<file path="src/rtl/rsc_pkg.sv">
// Shared types and constants for the parallel RSC constituent encoder.
package rsc_pkg;

  // Frame-level sequencing states.
  typedef enum logic [1:0] {
    ST_IDLE = 2'd0,
    ST_DATA = 2'd1,
    ST_TAIL = 2'd2
  } state_t;

  // LTE constituent polynomials, bit i = coefficient of D^i.
  localparam logic [3:0] LTE_G_FB = 4'b1101;  // 1 + D^2 + D^3
  localparam logic [3:0] LTE_G_FF = 4'b1011;  // 1 + D + D^3

  localparam int unsigned FRAME_CNT_W = 16;

  // Integer ceiling division, used to size the tail in beats.
  function automatic int unsigned ceil_div(input int unsigned num, input int unsigned den);
    return (num + den - 1) / den;
  endfunction

endpackage

</file>
<file path="src/rtl/rsc_step.sv">
// Single-bit RSC trellis step. In tail mode the input bit is replaced by the
// feedback sum so the register input a is forced to zero (termination).
module rsc_step
  import rsc_pkg::*;
#(
  parameter int unsigned    MEM  = 3,
  parameter logic [MEM:0]   G_FB = LTE_G_FB,
  parameter logic [MEM:0]   G_FF = LTE_G_FF
) (
  input  logic [MEM-1:0] s_in,
  input  logic           u,
  input  logic           tail_mode,
  output logic [MEM-1:0] s_out,
  output logic           x,
  output logic           z
);

  logic fb;
  logic ff;
  logic u_eff;
  logic a;

  // Coefficient i pairs with register tap s[i-1].
  assign fb    = ^(G_FB[MEM:1] & s_in);
  assign ff    = ^(G_FF[MEM:1] & s_in);
  assign u_eff = tail_mode ? fb : u;
  assign a     = u_eff ^ fb;
  assign x     = u_eff;
  assign z     = (G_FF[0] & a) ^ ff;
  // Shift: s[0] <= a, s[i] <= s[i-1].
  assign s_out = MEM'({s_in, a});

endmodule

</file>
<file path="src/rtl/rsc_encoder_par.sv">
// Parallel recursive systematic convolutional encoder: LANES bits per beat,
// trellis termination with tail beats, frame-delimited valid/ready.
// Optional: define RSC_FRAME_CNT_EN to add the o_frame_cnt completed-frame counter.
module rsc_encoder_par
  import rsc_pkg::*;
#(
  parameter int unsigned  LANES = 2,
  parameter int unsigned  MEM   = 3,
  parameter logic [MEM:0] G_FB  = LTE_G_FB,
  parameter logic [MEM:0] G_FF  = LTE_G_FF
) (
  input  logic                 i_clk,
  input  logic                 i_rst,
  input  logic                 i_valid,
  input  logic                 i_bof,
  input  logic                 i_eof,
  input  logic [LANES-1:0]     i_data,
  output logic                 o_ready,
  output logic                 o_valid,
  input  logic                 i_ready,
  output logic                 o_bof,
  output logic                 o_eof,
  output logic                 o_tail,
  output logic [LANES-1:0]     o_keep,
  output logic [2*LANES-1:0]   o_data,
`ifdef RSC_FRAME_CNT_EN
  output logic [FRAME_CNT_W-1:0] o_frame_cnt,
`endif
  output logic                 o_err
);

  localparam int unsigned TAIL_BEATS = ceil_div(MEM, LANES);
  localparam int unsigned TCW        = (TAIL_BEATS > 1) ? $clog2(TAIL_BEATS) : 1;

  state_t               state_q, state_d;
  logic [MEM-1:0]       s_q, s_d;
  logic [TCW-1:0]       tcnt_q, tcnt_d;
  logic                 valid_d, bof_d, eof_d, tail_d, err_d;
  logic [LANES-1:0]     keep_d;
  logic [2*LANES-1:0]   data_d;

  logic                 out_free;
  logic                 accept;
  logic                 is_tail;
  logic                 tail_last;
  logic [MEM-1:0]       s_chain [0:LANES];
  logic [LANES-1:0]     lane_x;
  logic [LANES-1:0]     lane_z;
  logic [LANES-1:0]     tail_keep;
  logic [2*LANES-1:0]   enc_data;
  logic [2*LANES-1:0]   tail_data;

  assign out_free  = !o_valid || i_ready;
  assign o_ready   = !i_rst && (state_q != ST_TAIL) && out_free;
  assign accept    = i_valid && o_ready;
  assign is_tail   = (state_q == ST_TAIL);
  assign tail_last = (tcnt_q == TCW'(TAIL_BEATS - 1));

  // A frame start always encodes from the all-zero state.
  assign s_chain[0] = (accept && i_bof) ? '0 : s_q;

  // Unrolled trellis chain, lane 0 earliest; shared by data and tail beats.
  for (genvar k = 0; k < LANES; k++) begin : g_lane
    rsc_step #(
      .MEM  (MEM),
      .G_FB (G_FB),
      .G_FF (G_FF)
    ) u_step (
      .s_in      (s_chain[k]),
      .u         (is_tail ? 1'b0 : i_data[k]),
      .tail_mode (is_tail),
      .s_out     (s_chain[k+1]),
      .x         (lane_x[k]),
      .z         (lane_z[k])
    );
  end

  // Lane packing and tail-lane masking beyond the MEM tail bits.
  always_comb begin
    tail_keep = '0;
    enc_data  = '0;
    tail_data = '0;
    for (int unsigned k = 0; k < LANES; k++) begin
      enc_data[2*k +: 2] = {lane_z[k], lane_x[k]};
      if ((32'(tcnt_q) * LANES + k) < MEM) begin
        tail_keep[k]        = 1'b1;
        tail_data[2*k +: 2] = {lane_z[k], lane_x[k]};
      end
    end
  end

  // Next-state and next-output logic.
  always_comb begin
    state_d = state_q;
    s_d     = s_q;
    tcnt_d  = tcnt_q;
    valid_d = o_valid;
    bof_d   = o_bof;
    eof_d   = o_eof;
    tail_d  = o_tail;
    keep_d  = o_keep;
    data_d  = o_data;
    err_d   = 1'b0;

    if (o_valid && i_ready) begin
      valid_d = 1'b0;
      bof_d   = 1'b0;
      eof_d   = 1'b0;
      tail_d  = 1'b0;
      keep_d  = '0;
      data_d  = '0;
    end

    case (state_q)
      ST_IDLE: begin
        if (accept) begin
          if (i_bof) begin
            valid_d = 1'b1;
            bof_d   = 1'b1;
            eof_d   = 1'b0;
            tail_d  = 1'b0;
            keep_d  = '1;
            data_d  = enc_data;
            s_d     = s_chain[LANES];
            tcnt_d  = '0;
            state_d = i_eof ? ST_TAIL : ST_DATA;
          end else begin
            err_d = 1'b1;
          end
        end
      end
      ST_DATA: begin
        if (accept) begin
          valid_d = 1'b1;
          bof_d   = i_bof;
          eof_d   = 1'b0;
          tail_d  = 1'b0;
          keep_d  = '1;
          data_d  = enc_data;
          s_d     = s_chain[LANES];
          err_d   = i_bof;
          if (i_eof) begin
            tcnt_d  = '0;
            state_d = ST_TAIL;
          end
        end
      end
      ST_TAIL: begin
        if (out_free) begin
          valid_d = 1'b1;
          bof_d   = 1'b0;
          eof_d   = tail_last;
          tail_d  = 1'b1;
          keep_d  = tail_keep;
          data_d  = tail_data;
          s_d     = s_chain[LANES];
          tcnt_d  = tcnt_q + 1'b1;
          if (tail_last) begin
            s_d     = '0;
            tcnt_d  = '0;
            state_d = ST_IDLE;
          end
        end
      end
      default: begin
        state_d = ST_IDLE;
      end
    endcase
  end

  // State and output registers.
  always_ff @(posedge i_clk or posedge i_rst) begin
    if (i_rst) begin
      state_q <= ST_IDLE;
      s_q     <= '0;
      tcnt_q  <= '0;
      o_valid <= 1'b0;
      o_bof   <= 1'b0;
      o_eof   <= 1'b0;
      o_tail  <= 1'b0;
      o_keep  <= '0;
      o_data  <= '0;
      o_err   <= 1'b0;
    end else begin
      state_q <= state_d;
      s_q     <= s_d;
      tcnt_q  <= tcnt_d;
      o_valid <= valid_d;
      o_bof   <= bof_d;
      o_eof   <= eof_d;
      o_tail  <= tail_d;
      o_keep  <= keep_d;
      o_data  <= data_d;
      o_err   <= err_d;
    end
  end

`ifdef RSC_FRAME_CNT_EN
  // Completed-frame counter, bumped on each last-tail-beat handshake.
  always_ff @(posedge i_clk or posedge i_rst) begin
    if (i_rst) begin
      o_frame_cnt <= '0;
    end else if (o_valid && i_ready && o_eof) begin
      o_frame_cnt <= o_frame_cnt + 16'd1;
    end
  end
`endif

endmodule

</file>
<file path="config.mk">
export PLATFORM = sky130hd
export DESIGN_NAME = rsc_encoder_par
export DESIGN_NICKNAME = d
export VERILOG_FILES = /design/src/rtl/rsc_pkg.sv /design/src/rtl/rsc_step.sv /design/src/rtl/rsc_encoder_par.sv
export SDC_FILE = /design/constraint.sdc
export NUM_CORES = 1
export LEC_CHECK = 0
export CELL_PAD_IN_SITES_DETAIL_PLACEMENT = 1
export CELL_PAD_IN_SITES_GLOBAL_PLACEMENT = 1
export CORE_AREA = 2 2 71 56
export DETAILED_ROUTE_END_ITERATION = 6
export DIE_AREA = 0 0 73 58
export PLACE_DENSITY_LB_ADDON = 0.1
export RECOVER_POWER = 100
export SYNTH_ARGS = -nofsm -noshare
export SYNTH_HDL_FRONTEND = slang
export SYNTH_HIERARCHICAL = 1
export SYNTH_SLANG_ARGS = --single-unit
export TNS_END_PERCENT = 5
</file>
<file path="constraint.sdc">
create_clock -name i_clk -period 2.29 [get_ports i_clk]
set_input_delay 0.5725 -clock i_clk [delete_from_list [all_inputs] [get_ports i_clk]]
set_output_delay 0.5725 -clock i_clk [all_outputs]
set_load 0.02 [all_outputs]
</file>
==> Yosys cells after proc, flatten, opt, wreduce, memory -nomap -nowiden <==
Index checks and enable logic that the tools add are counted.
{ "classes": {"add_sub_neg": 2, "order_cmp": 2, "mux": 68, "n_bitwise": 4, "eq_ne": 9, "reduce_logical": 17} }
{ "op_table": {"columns": ["op", "n"], "rows": [
  ["$mux 1", 33],
  ["$mux 2", 14],
  ["$mux 4", 5],
  ["$mux 3", 6],
  ["$pmux 1 s3", 5],
  ["$ne 2x2->1 const B", 7],
  ["$pmux 2 s3", 2],
  ["$pmux 4 s3", 1],
  ["$reduce_and 6->1", 2],
  ["$reduce_xor 3->1", 4],
  ["$pmux 3 s3", 1],
  ["$logic_and 1x1->1", 5],
  ["$reduce_and 5->1", 1],
  ["$xor 1x1->1", 4],
  ["$add 2x1->3 const B", 1],
  ["$lt 3x2->1 const B", 1],
  ["$reduce_bool 3->1", 1],
  ["$eq 2x1->1 const B", 1],
  ["$eq 2x2->1 const B", 1],
  ["$logic_not 1->1", 2],
  ["$logic_not 2->1", 1],
  ["$lt 2x2->1 const B", 1],
  ["$pmux 1 s2", 1],
  ["$add 1x1->1 const B", 1],
  ["$logic_or 1x1->1", 1]
]} }
{ "word_totals": {"out_inout_bits": 12, "in_bits": 8, "wordCells": 112, "ff_bits": 17} }

==> Longest topological paths before layout <==
Gate-level depths: netlist of run 1.
{ "depth": {"ltp_word": 14, "mapped_depth": 12} }

==> Modules after synthesis <==
The synthesis of run 1 kept the hierarchy.
{ "modules_own_cells": {"columns": ["mod", "seq_area_each_um2", "area_per_inst_um2", "cells_each", "n_inst"], "rows": [
  ["rsc_encoder_par", 425.4, 1024.7, 113, 1],
  ["rsc_step", 0.0, 88.8, 13, 2]
]} }

==> Worst setup path after synthesis of run 1 <==
No wires, ideal clock.
{ "synth_path": {"kind": "register to register", "startpoint": "register state_q[0]", "endpoint": "register o_data[3]", "path_buffers": 2, "t_arrival_ps": 2417, "path_stages_with_launch": 12, "required_time_ps": 2169, "slack_ps": -248, "path_cell_list": "dfrtp_1 -> inv_1 -> ha_1 -> buf_1 -> nor2_1 -> a21oi_1 -> xnor2_1 -> or2_1 -> a21oi_2 -> buf_4 -> xor2_1 -> a22o_1"} }
{ "synth_via": {"word_cells_on_any_way": 23, "classes_between": "eq/ne (3); mux (9); bitwise (3); reduce/logical (8)"} }
{ "synth_lines": {"columns": ["item", "line", "rtl"], "rows": [
  ["from (decl)", "rsc_encoder_par.sv:35", "state_t state_q, state_d;"],
  ["from (signal assigned)", "rsc_encoder_par.sv:185", "state_q <= state_d;"],
  ["$eq 2x2->1 (*)", "rsc_encoder_par.sv:56", "assign is_tail = (state_q == ST_TAIL);"],
  ["named net is_tail", "rsc_encoder_par.sv:44", "logic is_tail;"],
  ["$mux 1 (*)", "rsc_step.sv:26", "assign u_eff = tail_mode ? fb : u;"],
  ["$xor 1x1->1 (*)", "rsc_step.sv:27", "assign a = u_eff ^ fb;"],
  ["named net g_lane[0].u_step.a", "rsc_step.sv:21", "logic a;"],
  ["$reduce_xor 3->1 (*)", "rsc_step.sv:25", "assign ff = ^(G_FF[MEM:1] & s_in);"],
  ["$xor 1x1->1 (*)", "rsc_step.sv:29", "assign z = (G_FF[0] & a) ^ ff;"],
  ["named net enc_data[3]", "rsc_encoder_par.sv:50", "logic [2*LANES-1:0] enc_data;"],
  ["$mux 2 or $mux 4 (tied branches)", "rsc_encoder_par.sv:85, rsc_encoder_par.sv:117", null],
  ["$mux 4 (on tied branches)", "rsc_encoder_par.sv:149, rsc_encoder_par.sv:116", null],
  ["$pmux 4 s3 (*)", "rsc_encoder_par.sv:114", "case (state_q)"],
  ["named net data_d[3]", "rsc_encoder_par.sv:40", "logic [2*LANES-1:0] data_d;"],
  ["to (signal assigned)", "rsc_encoder_par.sv:193", "o_data <= data_d;"],
  ["to (decl)", "rsc_encoder_par.sv:25", "output logic [2*LANES-1:0] o_data,"]
]} }
The timed path passes the listed nets; every way through them passes the cells marked *.
A chain may end at the register's enable or synchronous reset.

==> impl_metrics.ini, run 1 <==
[critical_path]
setup.worst_path.start = i_rst
reg2reg_depth = 7
rr_endpoint = tail_last
cp_slowest_cell = clkdlybuf4s50_1
worst_setup_path_start_kind = input pin
slowest_delay_ns = 0.51
rrSetupSlack_ns = 0.29
path_class = input pin to flip-flop
cp-end-kind = flip-flop
arrival_ns = 2.36
path_buf_inv = 1
cp_top_family = compound AO/OA/AOI/OAI gates
critical_path_required_ns = 2.44
endpoint = o_data[3]
path_cells = clkdlybuf4s50_1 > and3b_1 > a21oi_2 > xnor2_1 > or2_1 > a21oi_2 > xor2_1 > a22o_1
reg2reg_from = state_q[1]
cp_common_cell = a21oi_2
crit_cells = 8
critPathMaxFanout = 4

[cts]
clock-sinks = 17
holdBufCountCts = 0
clk_latency_ns = 0.26
cts_buffer_depth = 2
cts-root-buf = clkbuf_8
cts_tree = done
cts_buffers = 3
htree_levels = 1
clk_pin_slew_ns = 0.07

[cells_and_area]
n_antenna_cell = 0
nFillCells = 450
nets = 179
syn2layout_area_growth_pct = 27.5
drive_gt1_frac = 0.193
utilization = 0.433

[synthesis]
postSynth.asyncResetShare = 1.00
ys_types = 37
yosysSeqAreaShare = 0.354
ys_ff_latch = 17
syn_inst = 139
synthFlopType = dfrtp_1
synth_edf_count = 0
synth.top_cells.by_count = nor2_1 (18), dfrtp_1 (17), a21oi_1 (14)
synth.area.top_cells = dfrtp_1 (35%), a21oi_1 (5.8%), nor2_1 (5.6%)
synth_nets = 151
synth_largest_area_cell = dfrtp_1
post-synth-top-area-fraction = 0.354
ys_warn_count = 6
netlist_area_um2 = 1200
avgSynthCellArea_um2 = 8.65
synth_most_common_cell = nor2_1

[die]
initial_utilization = 0.339
dieArea_um2 = 4230
num_io_pins = 20
fp-row-count = 19
die-width_um = 73
die_h_um = 58
coreArea_um2 = 3540

[timing]
tightest_slew_ns = 0.665
rsz0062_at_grt = true
hold_viol_final = 0
slew_headroom = 0.556
fin_crit_ns = 2.21
layout_setup_ws_ns = 0.0793
tns_ns = 0
skew_ns = 0.00378
setup_viol = 0
whs_ns = 0.504
drv_slew = 0
fmax_mhz = 452
period_share = 0.965

[worst_hold_path]
hp-start = o_eof
hp-class = flip-flop to flip-flop

[place]
gp_congestion = 0.793
hpwl_mm = 2.52
dp_slack_ns = -0.469
port_buffers = 19

[global_route]
overflow = 0
grt_pass1_vias = 1140
grt_pass1_wl_mm = 5.46
grt_max_degree = 18
antenna_found_initial = 0
grt.total_usage = 0.170

[routing]
finalWirelength_mm = 3.14
drt-initial-drc-count = 70
drcViolationCount = 0
dr.pass1.iters = 4
viasPerCell = 5.04
drt-wirelength-per-cell_um = 15.1
via_count = 1049
antenna_left = 0

[power]
irDropWorstVdd_uv = 605
leakage_nw = 0.688
power_density_nw_per_um2 = 1410
fin_total_pwr_mw = 2.16

[status]
outcome = completed

[job]
drv_cap = 0
-- worst min-delay path by stage --
stage,endpoint,cells past startpoint
floorplan,o_bof,1
global placement,o_eof,1
detailed placement,o_data[1],1
CTS,o_data[1],1
global route,o_eof,1
finish,o_eof,1
-- what timing repair did --
item / CTS / global route
gates resized for setup: 4 / 6
cloned: 0 / 0
setup buffers: 0 / 0
setup endpoints to repair: 6 / 4
-- power breakdown --
part           leakage [nW]  switching [mW]  total [mW]  internal, mW
Combinational         0.442           0.801        1.43         0.631
Sequential            0.220          0.0795       0.503         0.424
Clock                0.0255           0.108       0.229         0.121
Total                 0.688           0.989        2.16          1.18
-- state kept, by name, indices dropped and copies added, names as in the netlist, 2 cells and up --
signal	count
state_q	2
s_q	3
o_keep	2
o_data	4
-- layer usage --
| layer | track usage | vias to the layer above | wire, µm |
|---|---|---|---|
| met2 | 0.247 | 12 | 1380 |
| met5 | 0 | - | 0 |
| met4 | 0.0397 | 0 | 29 |
| met3 | 0.0417 | 4 | 77 |
| li1 | - | 529 | - |
| met1 | 0.252 | 504 | 1660 |
-- worst reg2reg max path, delay by kind of cell, from the launching register on --
family,cells,cell delay (ns)
AO/OA/AOI/OAI,1,0.24
adder cells (fa/ha/maj),1,0.24
buffers and inverters,2,0.28
flip-flops,1,0.43
multiplexers,1,0.27
AND/OR/NAND/NOR,2,0.43
-- cell type report --
type | instances | area (µm²) | share of cell area
Inverter | 8 | 30.0 | 0.0196
Timing Repair Buffer | 34 | 284 | 0.185
Sequential cell | 17 | 425 | 0.278
Tap cell | 42 | 52.6 | 0.0343
Clock buffer | 3 | 41.3 | 0.0269
Clock inverter | 1 | 5.00 | 0.00327
Multi-Input combinational cell | 103 | 694 | 0.453
-- cell families (layout without fill, tap and decap cells) --
family                   count (synthesis)  after routing  share of synthesized area
XOR/XNOR                                 6              6                     0.0437
AND/OR/NAND/NOR                         49             49                      0.198
adder cells (fa/ha/maj)                  4              4                     0.0416
multiplexers                             2              2                     0.0177
AO/OA/AOI/OAI                           42             42                      0.260
buffers and inverters                   19             46                     0.0853
flip-flops                              17             17                      0.354
-- placed cells by master (no fill, tap or decap), types with 3 or more instances in the layout --
master	count
inv_1	8
dfrtp_1	17
clkbuf_8	3
xnor2_1	4
a22o_1	5
nand3_1	4
buf_4	11
nor2_1	17
nand2_1	9
nor2b_1	3
nor3_1	3
o21ai_0	5
dlygate4sd3_1	11
a21oi_1	13
nand2b_1	5
clkbuf_1	3
a21oi_2	5
ha_1	3
clkdlybuf4s50_1	7
-- per-stage QoR --
stage,std cells,instance area [µm²]
finish,208,1530
global route,208,1530
CTS,208,1550
detailed placement,204,1500
global placement,204,1500
floorplan,139,1220
Power figures use the tool's default switching activity.
==> inputs of run 2 (changes only) <==
SETUP_SLACK_MARGIN = 0.3   (was default)
==> run 2 against run 1 <==
Effect of this change:
- worst setup slack gained 0.15 ns
- critical endpoint is now o_ready
- register-to-register slack worse by 0.04 ns
- cell area is 4.7% higher
- final cell count increased by 1.9%
- global-route usage up 0.17 points
- maximum frequency increased by 7.5%
- die area stayed put
- critical path type is now flip-flop to output pin
- core utilization rose by 2.0 points
- clock skew down 0.0020 ns
- combinational power is 9% higher
==> impl_metrics.ini, run 2 (synthesis results as in run 1) <==
[status]
outcome = completed

[routing]
dr.pass1.iters = 4
met2_length_mm = 1.56
antenna_left = 0
drt-wirelength-per-cell_um = 15.7
via_count = 1086
viasPerCell = 5.12
top_layer = met4
wl_met1_mm = 1.64
drcViolationCount = 0
wl_met3_um = 80
drt-initial-drc-count = 46
finalWirelength_mm = 3.33

[job]
drv_cap = 0

[cts]
clock-sinks = 17
holdBufCountCts = 0
cts_buffers = 3
clk_pin_slew_ns = 0.07
htree_levels = 1
clk_latency_ns = 0.26
cts-root-buf = clkbuf_8
cts_tree = done
cts_buffer_depth = 2

[die]
coreArea_um2 = 3540
num_io_pins = 20
die_h_um = 58
die-width_um = 73
initial_utilization = 0.339
dieArea_um2 = 4230
fp-row-count = 19

[critical_path]
path_class = flip-flop to output pin
critPathMaxFanout = 5
arrival_ns = 1.48
rrSetupSlack_ns = 0.25
setup.worst_path.start = state_q[0]
cp-end-kind = output pin
reg2reg_from = state_q[0]
critical_path_required_ns = 1.72
worst_setup_path_start_kind = flip-flop

[global_route]
antenna_found_initial = 0
grt_max_degree = 18
grt_pass1_vias = 1118
grt_pass1_wl_mm = 5.40
overflow = 0
grt.total_usage = 0.171

[place]
port_buffers = 19
gp_congestion = 0.780
hpwl_mm = 2.50

[timing]
hold_viol_final = 0
fin_crit_ns = 2.06
slew_headroom = 0.516
period_share = 0.898
skew_ns = 0.00180
setup_viol = 0
rsz0062_at_grt = true
tns_ns = 0
tightest_slew_ns = 0.726
fmax_mhz = 486
drv_slew = 0

[cells_and_area]
largest_reg_flops = 4
n_antenna_cell = 0
top_regs = o_data: 4 flops, s_q: 3 flops
nFillCells = 433
syn2layout_area_growth_pct = 33.4
drive_gt1_frac = 0.235
utilization = 0.453
nets = 183
final_cell_mix = nor2_1 (17), dfrtp_1 (17), buf_4 (16)
top_register = o_data

[power]
switching_share = 0.450
leakage_nw = 0.725
clockPowerShare = 0.104
irDropWorstVdd_uv = 541
p_int_mw = 1.27
fin_total_pwr_mw = 2.30
power_density_nw_per_um2 = 1440
p_comb_frac = 0.679
seq_power_share = 0.217
p_sw_mw = 1.04

[worst_hold_path]
hp-class = flip-flop to flip-flop
hp-start = o_data[0]
==> run 2: critical path, stage by stage, from the launching register on <==
cell	delay, ns
dfrtp_1	0.40
inv_1	0.10
ha_4	0.18
buf_12	0.13
nor3_2	0.16
clkbuf_1	0.25
==> run 2: worst paths after layout <==
check,endpoint,depth (start not counted)
min,o_data[0],1
min in group asynchronous,o_err,2
max reg2reg,o_data[3],10
max,o_ready,5
max in group asynchronous,o_keep[1],2
min reg2reg,o_data[0],1
==> run 2: layer usage <==
layer / global-route usage / vias to the layer above
met4: 0.0556 / 0
li1: - / 542
met3: 0.0365 / 4
met1: 0.233 / 525
met5: 0 / -
met2: 0.273 / 15
==> run 2: power groups by stage <==
| stage | logic [mW] | clock network [mW] | registers [mW] |
|---|---|---|---|
| 6_report | 1.56 | 0.239 | 0.499 |
| 3_5_place_dp | 1.50 | 0 | 0.512 |
| 3_3_place_gp | 1.47 | 0 | 0.503 |
| 5_1_grt | 1.71 | 0.260 | 0.516 |
| 4_1_cts | 1.55 | 0.248 | 0.505 |
| 2_1_floorplan | 0.988 | 0 | 0.589 |
==> run 2: area by class of cell <==
| type | count | area, µm² | area share |
|---|---|---|---|
| Sequential cell | 17 | 425 | 0.265 |
| Clock inverter | 1 | 5.00 | 0.00312 |
| Timing Repair Buffer | 38 | 334 | 0.208 |
| Tap cell | 42 | 52.6 | 0.0328 |
| Multi-Input combinational cell | 103 | 712 | 0.444 |
| Inverter | 8 | 33.8 | 0.0211 |
| Clock buffer | 3 | 41.3 | 0.0257 |
==> run 2: repair_timing <==
item | CTS | global route
setup buffers | 0 | 4
setup endpoints to repair | 13 | 16
gates resized for setup | 16 | 4
pin swaps | 7 | 0
==> run 2: metrics by stage <==
step	hold slack [ns]	setup slack, ns	area (µm²)	cells
finish	0.503	0.233	1600	212
global route	0.532	0.106	1600	212
CTS	0.515	0.224	1580	208
detailed placement	0.497	-0.449	1510	204
global placement	0.479	-0.350	1510	204
floorplan	0.499	0.284	1230	139
==> inputs of run 3 (changes only) <==
CORE_AREA = 2 2 79 51   (was 2 2 71 56)
DIE_AREA = 0 0 81 53   (was 0 0 73 58)
==> run 3 against run 2 <==
Effect of this change:
- die area increased by 1.4%
- via count up 5.7%
- largest cell class unchanged
- register-to-register slack barely moved
- first-iteration DRC count fell by 37%
- sequential share of layout area fell by 1.4 points
- non-clock buffer count up 9
==> impl_metrics.ini, run 3 (synthesis results as in run 1) <==
[global_route]
grt.total_usage = 0.177
overflow = 0
antenna_found_initial = 0
grt_max_degree = 18
grt_pass1_wl_mm = 5.57
grt_pass1_vias = 1131

[status]
outcome = completed

[critical_path]
arrival_ns = 1.57
rr_endpoint = state_q[0]
cp_slowest_cell = clkdlybuf4s25_1
path_class = input pin to output pin
path_cells = dlygate4sd2_1 > nor2b_2 > nor3_1 > clkdlybuf4s25_1
cp-end-kind = output pin
reg2reg_depth = 6
worst_setup_path_start_kind = input pin
reg2reg_from = state_q[1]
critPathMaxFanout = 4
critical_path_required_ns = 1.72
rrSetupSlack_ns = 0.24
slowest_delay_ns = 0.36

[place]
placed_cell_area_um2 = 1550
gp_congestion = 0.767
post-place-cells = 214
port_buffers = 19
hpwl_mm = 2.65

[worst_hold_path]
hold_end = o_eof
worst_hold_path.num_cells = 1
hp-class = flip-flop to flip-flop
hp-start = o_eof

[cells_and_area]
final_common_cell = buf_4
drive_gt1_frac = 0.268
n_antenna_cell = 0
top_register = o_data
final_cell_mix = buf_4 (23), nor2_1 (17), dfrtp_1 (17)
utilization = 0.479
syn2layout_area_growth_pct = 40.8
final_cell_area_um2 = 1690
nFillCells = 431
largest_reg_flops = 4
nets = 192
fin_cells = 226
top_regs = o_data: 4 flops, s_q: 3 flops

[die]
fp-row-count = 17
die_h_um = 53
die-width_um = 81
initial_utilization = 0.341
coreArea_um2 = 3530
dieArea_um2 = 4290
num_io_pins = 20

[routing]
drt-initial-drc-count = 29
via_count = 1148
drcViolationCount = 0
viasPerCell = 5.08
finalWirelength_mm = 3.52
drt-wirelength-per-cell_um = 15.6
dr.pass1.iters = 4
antenna_left = 0

[timing]
tns_ns = 0
skew_ns = 0.00435
hold_viol_final = 0
whs_ns = 0.502
fin_crit_ns = 2.14
drv_slew = 0
setup_viol = 0
tightest_slew_ns = 1.01
fmax_mhz = 467
rsz0062_at_grt = true
period_share = 0.934
slew_headroom = 0.327

[power]
irDropWorstVdd_uv = 462
power_density_nw_per_um2 = 1450
leakage_nw = 0.767

[cts]
cts_buffer_depth = 2
cts_buffers = 3
clock-sinks = 17
clk_latency_ns = 0.26
clk_pin_slew_ns = 0.06
holdBufCountCts = 0
cts-root-buf = clkbuf_8
htree_levels = 1
cts_tree = done

[job]
drv_cap = 0
[run 3: metrics by stage]
| step | worst slack (ns) | total power, mW |
|---|---|---|
| after floorplan | 0.284 | 1.58 |
| after global placement | -0.377 | 2.02 |
| after detailed placement | -0.450 | 2.07 |
| after CTS | 0.297 | 2.41 |
| after global routing | 0.108 | 2.65 |
| final | 0.151 | 2.45 |
[run 3: layer usage]
layer | routed length [µm] | global-route usage | vias up
met5 | 0 | 0 | -
li1 | - | - | 561
met3 | 150 | 0.0427 | 5
met4 | 25 | 0.0339 | 0
met1 | 1780 | 0.249 | 557
met2 | 1570 | 0.277 | 25
[run 3: timing repair]
action / 4_1_cts / 5_1_grt
setup endpoints to repair: 14 / 13
resized for setup: 17 / 9
setup buffers: 3 / 5
hold endpoints to repair: 0 / 0
pin swaps: 8 / 8
[run 3: how the worst max path moves through the flow]
| stage | from | end | slack [ns] | cells past startpoint |
|---|---|---|---|---|
| after floorplan | state_q[0] | o_data[3] | 0.28 | 11 |
| after global placement | i_ready | o_ready | -0.38 | 4 |
| after detailed placement | i_ready | o_data[3] | -0.45 | 9 |
| after CTS | state_q[1] | o_data[3] | 0.30 | 9 |
| after global routing | i_ready | o_ready | 0.11 | 4 |
| final | i_ready | o_ready | 0.15 | 4 |
[run 3: final cells by class]
type / count / area [µm²] / area share
Multi-Input combinational cell: 103 / 726 / 0.429
Sequential cell: 17 / 425 / 0.251
Clock buffer: 3 / 41.3 / 0.0244
Timing Repair Buffer: 47 / 403 / 0.238
Clock inverter: 1 / 5.00 / 0.00296
Inverter: 8 / 33.8 / 0.0200
Tap cell: 47 / 58.8 / 0.0347
[run 3: power breakdown]
group / switching (mW) / internal [mW] / total [mW]
Combinational: 0.905 / 0.820 / 1.72
Clock: 0.108 / 0.121 / 0.229
Sequential: 0.0765 / 0.424 / 0.500
[run 3: critical path, delay by kind of cell]
kind,cells,cell delay (ns)
buf+inv,2,0.62
simple gates,2,0.37
